**src/rtl/cuppa_pkg.sv**
```systemverilog
// Shared defaults, sequencer state encoding and register map for the scratch DPRAM block.
package cuppa_pkg;

    localparam int ADR_W_DEF  = 11;
    localparam int DATA_W_DEF = 16;
    localparam int DIV_W_DEF  = 16;

    typedef enum logic [1:0] {
        IDLE  = 2'd0,
        RUN   = 2'd1,
        DRAIN = 2'd2
    } state_t;

    // Register decoder addresses of the pattern player fields
    localparam logic [11:0] REG_CFG_START_ADR = 12'h8F0;
    localparam logic [11:0] REG_CFG_LEN       = 12'h8F1;
    localparam logic [11:0] REG_CFG_DIV       = 12'h8F2;
    localparam logic [11:0] REG_CTRL          = 12'h8F3;
    localparam logic [11:0] REG_STATUS        = 12'h8F4;
    localparam logic [11:0] REG_LOOP_CNT      = 12'h8F5;

endpackage

```
**src/rtl/dpram_pattern_player_if.sv**
```systemverilog
// Configuration, DPRAM port-B and pattern-stream signals of the pattern player.
interface dpram_pattern_player_if
    import cuppa_pkg::*;
#(
    parameter int ADR_W  = ADR_W_DEF,
    parameter int DATA_W = DATA_W_DEF,
    parameter int DIV_W  = DIV_W_DEF
);
    logic [ADR_W-1:0]  cfg_start_adr;
    logic [ADR_W:0]    cfg_len;
    logic [DIV_W-1:0]  cfg_div;
    logic              cfg_loop;
    logic              start;
    logic              stop;
    logic [ADR_W-1:0]  dp_adr;
    logic [DATA_W-1:0] dp_dout;
    logic [DATA_W-1:0] pat_data;
    logic              pat_valid;
    logic              busy;
    logic              done;
    logic [15:0]       loop_cnt;

    modport master (
        input  cfg_start_adr, cfg_len, cfg_div, cfg_loop, start, stop, dp_dout,
        output dp_adr, pat_data, pat_valid, busy, done, loop_cnt
    );

    modport slave (
        output cfg_start_adr, cfg_len, cfg_div, cfg_loop, start, stop, dp_dout,
        input  dp_adr, pat_data, pat_valid, busy, done, loop_cnt
    );
endinterface

```
**src/rtl/dpram_pattern_player_rate_divider.sv**
```systemverilog
// Word-period divider: one-cycle tick every div+1 cycles while enabled.
module rate_divider
    import cuppa_pkg::*;
#(
    parameter int DIV_W = DIV_W_DEF
) (
    input  logic             clk,
    input  logic             rst,
    input  logic             restart,
    input  logic             en,
    input  logic [DIV_W-1:0] div,
    output logic             tick
);
    logic [DIV_W-1:0] cnt;
    logic [DIV_W-1:0] reload;

    // With div=0 the tick lands on the first cycle after restart
    assign tick = en && (cnt == '0);

    always_ff @(posedge clk or posedge rst) begin
        if (rst) begin
            cnt    <= '0;
            reload <= '0;
        end else if (restart) begin
            cnt    <= div;
            reload <= div;
        end else if (tick) begin
            cnt <= reload;
        end else if (en) begin
            cnt <= cnt - 1'b1;
        end
    end
endmodule

```
**src/rtl/dpram_pattern_player.sv**
```systemverilog
// Port-B sequencer: plays a window of DPRAM words as a registered stream, one-shot or looping.
module dpram_pattern_player
    import cuppa_pkg::*;
#(
    parameter int ADR_W  = ADR_W_DEF,
    parameter int DATA_W = DATA_W_DEF,
    parameter int DIV_W  = DIV_W_DEF,
    parameter int RD_LAT = 1
) (
    input  logic clk,
    input  logic rst,
    dpram_pattern_player_if.master bus
);
    localparam logic [ADR_W:0] MAX_LEN = {1'b1, {ADR_W{1'b0}}};

    function automatic logic [ADR_W:0] clamp_len(input logic [ADR_W:0] l);
        return (l > MAX_LEN) ? MAX_LEN : l;
    endfunction

    function automatic logic [15:0] sat_inc(input logic [15:0] v);
        return (v == 16'hFFFF) ? v : v + 16'd1;
    endfunction

    state_t           state, state_nxt;
    logic [ADR_W-1:0] start_adr_q;
    logic [ADR_W:0]   len_q;
    logic             loop_q;
    logic [ADR_W:0]   idx;
    logic             accept, len_zero, at_last, tick, issue;
    logic             vld_p0, vld_p1, vld_p2;
    logic             last_p0, last_p1, last_p2;
    logic             tap_vld, tap_last;

    assign accept   = (state == IDLE) && bus.start && !bus.stop;
    assign len_zero = (bus.cfg_len == '0);
    assign at_last  = (idx == len_q - 1'b1);
    assign issue    = (state == RUN) && tick && !bus.stop && !(at_last && !loop_q);
    assign tap_vld  = (RD_LAT == 1) ? vld_p1 : vld_p2;
    assign tap_last = (RD_LAT == 1) ? last_p1 : last_p2;

    rate_divider #(.DIV_W(DIV_W)) u_div (
        .clk     (clk),
        .rst     (rst),
        .restart (accept),
        .en      (state == RUN),
        .div     (bus.cfg_div),
        .tick    (tick)
    );

    always_ff @(posedge clk or posedge rst) begin
        if (rst) state <= IDLE;
        else     state <= state_nxt;
    end

    always_comb begin
        state_nxt = state;
        case (state)
            IDLE:    if (accept && !len_zero) state_nxt = RUN;
            RUN:     if (bus.stop) state_nxt = IDLE;
                     else if (at_last && !loop_q) state_nxt = DRAIN;
            DRAIN:   if (bus.stop || bus.done) state_nxt = IDLE;
            default: state_nxt = IDLE;
        endcase
    end

    always_comb begin
        bus.busy = (state != IDLE);
    end

    always_ff @(posedge clk or posedge rst) begin
        if (rst) begin
            start_adr_q   <= '0;
            len_q         <= '0;
            loop_q        <= 1'b0;
            idx           <= '0;
            bus.dp_adr    <= '0;
            bus.pat_data  <= '0;
            bus.pat_valid <= 1'b0;
            bus.done      <= 1'b0;
            bus.loop_cnt  <= '0;
            vld_p0        <= 1'b0;
            vld_p1        <= 1'b0;
            vld_p2        <= 1'b0;
            last_p0       <= 1'b0;
            last_p1       <= 1'b0;
            last_p2       <= 1'b0;
        end else begin
            // p0: issue on dp_adr -> p1/p2: read latency -> pat_data capture
            vld_p0        <= 1'b0;
            vld_p1        <= vld_p0;
            vld_p2        <= vld_p1;
            last_p1       <= last_p0;
            last_p2       <= last_p1;
            bus.pat_valid <= 1'b0;
            bus.done      <= 1'b0;
            if (accept) begin
                start_adr_q  <= bus.cfg_start_adr;
                len_q        <= clamp_len(bus.cfg_len);
                loop_q       <= bus.cfg_loop;
                bus.loop_cnt <= '0;
                if (len_zero) begin
                    bus.done <= 1'b1;
                end else begin
                    bus.dp_adr <= bus.cfg_start_adr;
                    idx        <= '0;
                    vld_p0     <= 1'b1;
                    last_p0    <= (clamp_len(bus.cfg_len) == 1);
                end
            end else if (bus.stop && state != IDLE) begin
                vld_p0 <= 1'b0;
                vld_p1 <= 1'b0;
                vld_p2 <= 1'b0;
            end else begin
                if (issue) begin
                    vld_p0 <= 1'b1;
                    if (at_last) begin
                        bus.dp_adr <= start_adr_q;
                        idx        <= '0;
                        last_p0    <= (len_q == 1);
                    end else begin
                        bus.dp_adr <= bus.dp_adr + 1'b1;
                        idx        <= idx + 1'b1;
                        last_p0    <= (idx + 1'b1 == len_q - 1'b1);
                    end
                end
                if (tap_vld) begin
                    bus.pat_data  <= bus.dp_dout;
                    bus.pat_valid <= 1'b1;
                    if (tap_last) begin
                        bus.loop_cnt <= sat_inc(bus.loop_cnt);
                        bus.done     <= !loop_q;
                    end
                end
            end
        end
    end
endmodule

```
**src/flat_wrapper.sv**
```systemverilog
// flat-port wrapper written by rule: the top's interface ports become plain ports
module dpram_pattern_player_flat import cuppa_pkg::*;
#(
    parameter int ADR_W  = ADR_W_DEF,
    parameter int DATA_W = DATA_W_DEF,
    parameter int DIV_W  = DIV_W_DEF,
    parameter int RD_LAT = 1
)
  (clk, rst, bus_cfg_start_adr, bus_cfg_len, bus_cfg_div, bus_cfg_loop, bus_start, bus_stop, bus_dp_dout, bus_dp_adr, bus_pat_data, bus_pat_valid, bus_busy, bus_done, bus_loop_cnt);
  dpram_pattern_player_if #(.ADR_W(ADR_W), .DATA_W(DATA_W), .DIV_W(DIV_W)) bus_i ();
  input  logic clk;
  input  logic rst;
  input wire logic [$bits(bus_i.cfg_start_adr)-1:0] bus_cfg_start_adr;
  input wire logic [$bits(bus_i.cfg_len)-1:0] bus_cfg_len;
  input wire logic [$bits(bus_i.cfg_div)-1:0] bus_cfg_div;
  input wire logic [$bits(bus_i.cfg_loop)-1:0] bus_cfg_loop;
  input wire logic [$bits(bus_i.start)-1:0] bus_start;
  input wire logic [$bits(bus_i.stop)-1:0] bus_stop;
  input wire logic [$bits(bus_i.dp_dout)-1:0] bus_dp_dout;
  output wire logic [$bits(bus_i.dp_adr)-1:0] bus_dp_adr;
  output wire logic [$bits(bus_i.pat_data)-1:0] bus_pat_data;
  output wire logic [$bits(bus_i.pat_valid)-1:0] bus_pat_valid;
  output wire logic [$bits(bus_i.busy)-1:0] bus_busy;
  output wire logic [$bits(bus_i.done)-1:0] bus_done;
  output wire logic [$bits(bus_i.loop_cnt)-1:0] bus_loop_cnt;
  assign bus_i.cfg_start_adr = bus_cfg_start_adr;
  assign bus_i.cfg_len = bus_cfg_len;
  assign bus_i.cfg_div = bus_cfg_div;
  assign bus_i.cfg_loop = bus_cfg_loop;
  assign bus_i.start = bus_start;
  assign bus_i.stop = bus_stop;
  assign bus_i.dp_dout = bus_dp_dout;
  assign bus_dp_adr = bus_i.dp_adr;
  assign bus_pat_data = bus_i.pat_data;
  assign bus_pat_valid = bus_i.pat_valid;
  assign bus_busy = bus_i.busy;
  assign bus_done = bus_i.done;
  assign bus_loop_cnt = bus_i.loop_cnt;
  dpram_pattern_player #(.ADR_W(ADR_W), .DATA_W(DATA_W), .DIV_W(DIV_W), .RD_LAT(RD_LAT)) u_core (.clk(clk), .rst(rst), .bus(bus_i));
endmodule
```
**config.mk**
```make
export PLATFORM = sky130hd
export DESIGN_NAME = dpram_pattern_player_flat
export DESIGN_NICKNAME = d
export VERILOG_FILES = /design/src/rtl/cuppa_pkg.sv /design/src/rtl/dpram_pattern_player_if.sv /design/src/rtl/dpram_pattern_player_rate_divider.sv /design/src/rtl/dpram_pattern_player.sv /design/src/flat_wrapper.sv
export SDC_FILE = /design/constraint.sdc
export NUM_CORES = 1
export LEC_CHECK = 0
export CORE_MARGIN = 3
export CORE_UTILIZATION = 50
export DETAILED_ROUTE_END_ITERATION = 10
export PLACE_DENSITY = 0.76
export SYNTH_ARGS = -nofsm -noshare
export SYNTH_HDL_FRONTEND = slang
export SYNTH_SLANG_ARGS = --single-unit
```
**constraint.sdc**
```tcl
create_clock -name clk -period 4.3 [get_ports clk]
set_clock_uncertainty 0.05 [all_clocks]
set_input_delay 0.645 -clock clk [delete_from_list [all_inputs] [get_ports clk]]
set_output_delay 0.645 -clock clk [all_outputs]
set_load 0.005 [all_outputs]
```
==> results.tsv, run 1 <==
stage	metric	value	unit
run_status	status	finished, final reports clean	
global_routing	grt_overflow	0	
synth	synth_nets	769	
synth	yosysSeqAreaShare	0.4662	
synth	synth-edff-count	0	
global_routing	grtUsageTotal	0.2298	
route	remaining_drc_errors	0	
sta	setup_violations	0	
setup_path	worst_setup_path_start_kind	register	
sta	min_period	3691	ps
clocking	htree_levels	4	
route	firstDrtPassIters	5	
sta	timing.slew.headroom	0.4137	
synth	yosysUniqueCellTypes	59	
global_routing	grt_max_degree	120	
final_layout	final_cells	976	
setup_path	startpoint	u_core.u_div.cnt[0]$_DFFE_PP0P_	
clocking	cts_resized	0	
final_layout	final_cell_mix	nand2_1 (136), dfrtp_1 (119), clkdlybuf4s50_1 (105)	
floorplanning	die-area	0.01417	sq mm
route	routed_wl	15820	um
setup_path	cp_max_fo	18	
hold_path	min_path_cells	0	
floorplanning	die_y	119.0	um
hold_path	hold_path_class	reg2reg	
clocking	cts_buffers	17	
clocking	cts_sinks	119	
synth	netlist_instances	703	
synth	syn_area	0.006387	sq mm
setup_path	cp_num_buf_inv	2	
setup_path	crit_path_cell_trace	inv_1, ha_1, or3b_4, nor4_4, nand2_2, or3_1, o41ai_4, buf_4, nor2_1, a31oi_1	
global_routing	grt_pass1_vias	5421	
clocking	post-cts-setup-buffers	0	
sta	hold_viol	0	
floorplanning	core_area	0.01226	sq mm
setup_path	cp.depth	10	
final_layout	diodes	0	
setup_path	endpoint_kind	register	
synth	synth-seq-cells	119	
setup_path	rr_startpoint	u_core.u_div.cnt[0]$_DFFE_PP0P_	
placement	io_buffers	105	
setup_path	critPathRequiredTime	4580	ps
floorplanning	rows	40	
final_layout	mostFrequentLayoutCell	nand2_1	
setup_path	timing_worst_setup_path_type	reg2reg	
final_layout	nNetsFinal	865	
route	detail_route.vias_per_cell	5.616	
floorplanning	fp.dieW	119.0	um
power	leakage	3.602	nW
sta	fin_ws	608.5	ps
sta	drv_slew	0	
setup_path	arrival	3970	ps
route	routedWlPerCell	16.21	um
sta	timing.fmax	270.9	MHz
final_layout	areaGrowthSynthToFinish	27.11	%
sta	whs	357.9	ps
hold_path	min_from	u_core.last_p0$_DFFE_PP0P_	
clocking	clk_pin_slew	50	ps
synth	syn_area_per_cell	9.086	sq um
power	powerDensity	494.5	mW/mm^2
placement	placed_cells	948	
placement	preCtsSetupSlack	642.0	ps
sta	worst_pin_slew	877.7	ps
route	ant_nets	0	
sta	rsz0062_at_grt	false	
setup_path	cpPeakStageDelay	880	ps
clocking	clock_latency	420	ps
final_layout	drive_gt1_frac	0.08292	
sta	post-route-period-util	0.8585	
setup_path	rr_worst_depth	10	
floorplanning	io_pins	106	
clocking	cts_tree	built	
route	drt-initial-drc-count	410	
power	vdd_ir_drop_max	326.6	uV
job	cap_violations	0	
placement	dpl.hpwl	10910	um
global_routing	grt_first_pass_wirelength	26570	um
placement	gp_congestion	0.8632	
clocking	clk_path_buf_depth	2	
synth	synth_ff_type	dfrtp_1	
setup_path	crit_family	simple AND/OR/NAND/NOR gates	
clocking	cts-root-buf	clkbuf_16	
floorplanning	start_util	0.5209	
route	vias	5481	
synth	async_flop_share	1.000	
clocking	cts_hold_buffers	0	
synth	ys.warnings.count	0	
sta	tns	0	ps
setup_path	slowest_stage	o41ai_4	
global_routing	antenna_found_initial	0	
[cells in the mapped netlist (all sizes together), types with 7 or more instances]
master	instances	area [sq um]
a21oi	27	135.1
xor2	26	227.7
o211ai	15	112.6
a31oi	16	100.1
nand2	137	516.8
and3	11	68.82
buf	12	67.56
nand3	22	110.1
mux2	18	202.7
or3	7	43.79
o21ai	32	160.2
nand2b	7	43.79
inv	16	60.06
nand4	9	56.30
nor3	22	110.1
nor2	60	225.2
dfrtp	119	2978
xnor2	23	201.4
nor4	10	105.1
nand3b	11	82.58
nor3b	11	92.58
a21o	9	67.56
clkbuf	25	93.84
[final timing paths]
| check | end | slack (ps) |
|---|---|---|
| setup reg to reg | u_core.bus.dp_adr[9]$_DFFE_PP0P_ | 610 |
| max in group asynchronous | u_core.start_adr_q[10]$_DFFE_PP0P_ | 3040 |
| setup / recovery | u_core.bus.dp_adr[9]$_DFFE_PP0P_ | 610 |
| hold / removal | u_core.last_p1$_DFF_PP0_ | 360 |
| hold reg to reg | u_core.last_p1$_DFF_PP0_ | 360 |
| min in group asynchronous | u_core.u_div.reload[9]$_DFFE_PP0P_ | 650 |
[metrics by stage]
stage | utilization | cell area (sq um) | power [mW]
after floorplan | - | 6387 | 2.236
final | 0.6621 | 8119 | 4.015
after global placement | 0.6179 | 7576 | 2.648
after detailed placement | 0.6179 | 7576 | 2.696
after global routing | 0.6621 | 8119 | 4.248
after CTS | 0.6621 | 8119 | 4.042
[power by group]
part | total (mW) | internal (mW) | leakage [nW] | switching (mW)
Clock | 1.33 | 0.865 | 0.269 | 0.465
Sequential | 1.60 | 1.35 | 1.49 | 0.250
Combinational | 1.08 | 0.596 | 1.84 | 0.487
[state kept, by name, summed over array words and instances (netlist names)]
signal / flops
u_core.bus.dp_adr: 11
u_core.last_p0: 1
u_core.vld_p0: 1
u_core.loop_q: 1
u_core.len_q: 12
u_core.bus.loop_cnt: 16
u_core.last_p1: 1
u_core.start_adr_q: 11
u_core.bus.done: 1
u_core.tap_vld: 1
u_core.u_div.reload: 16
u_core.idx: 12
u_core.state: 2
u_core.u_div.cnt: 16
u_core.bus.pat_data: 16
u_core.bus.pat_valid: 1
[per-layer routing]
metal	share of wire	wire length [um]	GRT usage
met5	0	0	0
met4	0.014	216	0.07386
met3	0.059	940	0.06363
met2	0.50	7853	0.3804
met1	0.43	6812	0.2923
[final cells by class]
type,instances,area [sq um]
Sequential cell,119,2978
Fill cell,1029,4143
Clock buffer,23,467.9
Inverter,16,62.56
Timing Repair Buffer,114,1131
Multi-Input combinational cell,531,3194
Tap cell,168,210.2
Clock inverter,5,75.07
[kinds of logic (layout without fill, tap and decap cells)]
logic type	count (synthesis)	after routing	share of synthesized area
xor+xnor	50	50	0.07071
flops	119	119	0.4662
fa+ha+maj	6	6	0.01175
simple gates	325	325	0.2492
compound gates	130	130	0.1326
mux	20	20	0.03487
buf+inv	53	158	0.03467
No activity file was read; power rests on OpenSTA's default activity.
==> inputs of run 2 (changes only) <==
--- a/constraint.sdc
+++ b/constraint.sdc
@@ -4,2 +4,2 @@
 set_output_delay 0.645 -clock clk [all_outputs]
-set_load 0.005 [all_outputs]
+set_load 0.05 [all_outputs]
==> results of run 2 <==
Same layout as run 1 (identical final DEF). Status: finished, final reports clean.
Among the figures that moved: total power 4.015 mW -> 4.388 mW; worst IR drop on VDD 326.6 uV -> 377.1 uV
==> inputs of run 3 (changes only) <==
Settings changed: GPL_TIMING_DRIVEN set to 0.
==> results.tsv, run 3 (synthesized netlist as in run 1, its figures left out) <==
stage	metric	value	unit	change
run_status	status	finished, final reports clean		
final_layout	final_cell_mix	nand2_1 (136), dfrtp_1 (119), clkdlybuf4s50_1 (104)		
final_layout	final_cells	1005		+3.0%
global_routing	grt_first_pass_wirelength	29040	um	+9.3%
power	pwr-share-clk	0.332		
floorplanning	core_area	0.01226	sq mm	unchanged
clocking	post-cts-setup-buffers	0		unchanged
setup_path	slowest_stage	o41ai_4		
placement	gp_congestion	0.8875		+2.8%
route	ant_nets	0		unchanged
floorplanning	fp.dieW	119.0	um	unchanged
placement	io_buffers	104		-0.95%
setup_path	crit_path_cell_trace	inv_1, ha_1, or3b_4, nor4_4, nand2_2, or3_1, buf_2, o41ai_4, buf_6, o21ai_1, a21o_1		
job	cap_violations	0		unchanged
final_layout	diodes	0		unchanged
route	drt-initial-drc-count	417		+1.7%
final_layout	nFillCells	973		-5.4%
setup_path	crit_family	simple AND/OR/NAND/NOR gates		
clocking	cts_buffers	17		unchanged
final_layout	mostFrequentLayoutCell	nand2_1		
route	firstDrtPassIters	7		+2
floorplanning	die-area	0.01417	sq mm	unchanged
sta	post-route-period-util	0.7670		-0.09143
setup_path	cpPeakStageDelay	570	ps	-310 ps
clocking	cts_sinks	119		unchanged
route	detail_route.vias_per_cell	5.740		+2.2%
sta	worst_pin_slew	870.4	ps	-7.262 ps
clocking	cts_resized	0		unchanged
hold_path	hold_path_class	reg2reg		
global_routing	grt_overflow	0		unchanged
sta	hold_viol	0		unchanged
power	p_comb_frac	0.324		
setup_path	worst_setup_path_start_kind	register		
floorplanning	start_util	0.5209		unchanged
placement	placed_cells	976		+3.0%
setup_path	cp_max_fo	10		-8
route	vias	5769		+5.3%
clocking	clk_path_buf_depth	2		unchanged
floorplanning	die_y	119.0	um	unchanged
final_layout	areaGrowthSynthToFinish	29.97	%	
clocking	clk_pin_slew	60	ps	about the same
setup_path	timing_worst_setup_path_type	reg2reg		
final_layout	stdcell_area	0.008302	sq mm	+2.2%
global_routing	antenna_found_initial	0		unchanged
sta	rsz0062_at_grt	false		
power	vdd_ir_drop_max	341.3	uV	
clocking	cts_tree	built		
sta	timing.slew.headroom	0.4153		+0.001581
floorplanning	rows	40		unchanged
clocking	cts_hold_buffers	0		unchanged
sta	setup_violations	0		unchanged
setup_path	rrSetupSlack	1000	ps	+390 ps
route	routedWlPerCell	17.29	um	+6.7%
clocking	cts-root-buf	clkbuf_16		
final_layout	multi_input_area	0.003188	sq mm	-0.20%
clocking	htree_levels	4		unchanged
floorplanning	io_pins	106		unchanged
sta	fin_ws	1002	ps	+393.2 ps
setup_path	endpoint_kind	register		
route	routed_wl	17380	um	+9.8%
clocking	clock_latency	420	ps	about the same
final_layout	drive_gt1_frac	0.08602		+0.003101
placement	place_area	0.007671	sq mm	+1.3%
sta	timing.fmax	303.2	MHz	+12%
final_layout	nNetsFinal	893		+3.2%
route	remaining_drc_errors	0		unchanged
sta	drv_slew	0		unchanged
global_routing	grtUsageTotal	0.2539		+0.02414
global_routing	grt_pass1_vias	5935		+9.5%
power	seqPwrFrac	0.344		
power	leakage	3.669	nW	+1.8%
power	p_sw_frac	0.3529		
global_routing	grt_max_degree	101		-16%
setup_path	cp_num_buf_inv	3		+1
setup_path	arrival	3550	ps	-420 ps
placement	dpl.hpwl	12310	um	+13%
final_layout	seqCellArea	0.002978	sq mm	unchanged
setup_path	critPathRequiredTime	4550	ps	-30 ps
placement	preCtsSetupSlack	927.8	ps	+285.8 ps
power	powerDensity	557.5	mW/mm^2	
sta	min_period	3298	ps	-393.2 ps
power	p_int	2.995	mW	
power	p_sw	1.633	mW	
-- run 3: final cells by class --
cell class,count,area share
clock buffer,19,0.05456
sequential,119,0.3587
inverter,16,0.007837
clock inverter,10,0.02140
timing repair buffer,105,0.1287
tap,168,0.02532
multi-input combinational,531,0.3840
buffer,37,0.01944
-- run 3: power groups by stage --
stage / clock network, mW / logic, mW / registers [mW]
finish: 1.54 / 1.50 / 1.59
global route: 1.61 / 1.61 / 1.63
CTS: 1.55 / 1.50 / 1.59
detailed placement: 0 / 1.48 / 1.60
global placement: 0 / 1.45 / 1.58
floorplan: 0 / 0.682 / 1.92
-- run 3: path summary, 6_finish.rpt --
check | startpoint | to | cells past startpoint
worst min-delay path | u_core.last_p0$_DFFE_PP0P_ | u_core.last_p1$_DFF_PP0_ | 0
worst max register to register | u_core.u_div.cnt[0]$_DFFE_PP0P_ | u_core.idx[5]$_DFFE_PP0P_ | 11
worst max-delay path | u_core.u_div.cnt[0]$_DFFE_PP0P_ | u_core.idx[5]$_DFFE_PP0P_ | 11
min in group asynchronous | rst | u_core.len_q[0]$_DFFE_PP0P_ | 2
max in group asynchronous | rst | u_core.u_div.cnt[3]$_DFFE_PP0P_ | 3
worst min register to register | u_core.last_p0$_DFFE_PP0P_ | u_core.last_p1$_DFF_PP0_ | 0
-- run 3: through the flow --
stage,hold WS (ps),power (mW),TNS (ps),util
after floorplan,304.3,2.602,0,-
after global placement,314.7,3.032,-150670,0.6230
after detailed placement,329.3,3.086,0,0.6256
after CTS,339.8,4.635,0,0.6770
after global routing,360.0,4.846,0,0.6770
final,332.5,4.628,0,0.6770
-- run 3: metal layers --
layer	global-route usage	routed length, um
met3	0.06600	1322
met5	0	0
met2	0.4161	8416
met4	0.1086	478
met1	0.3180	7159
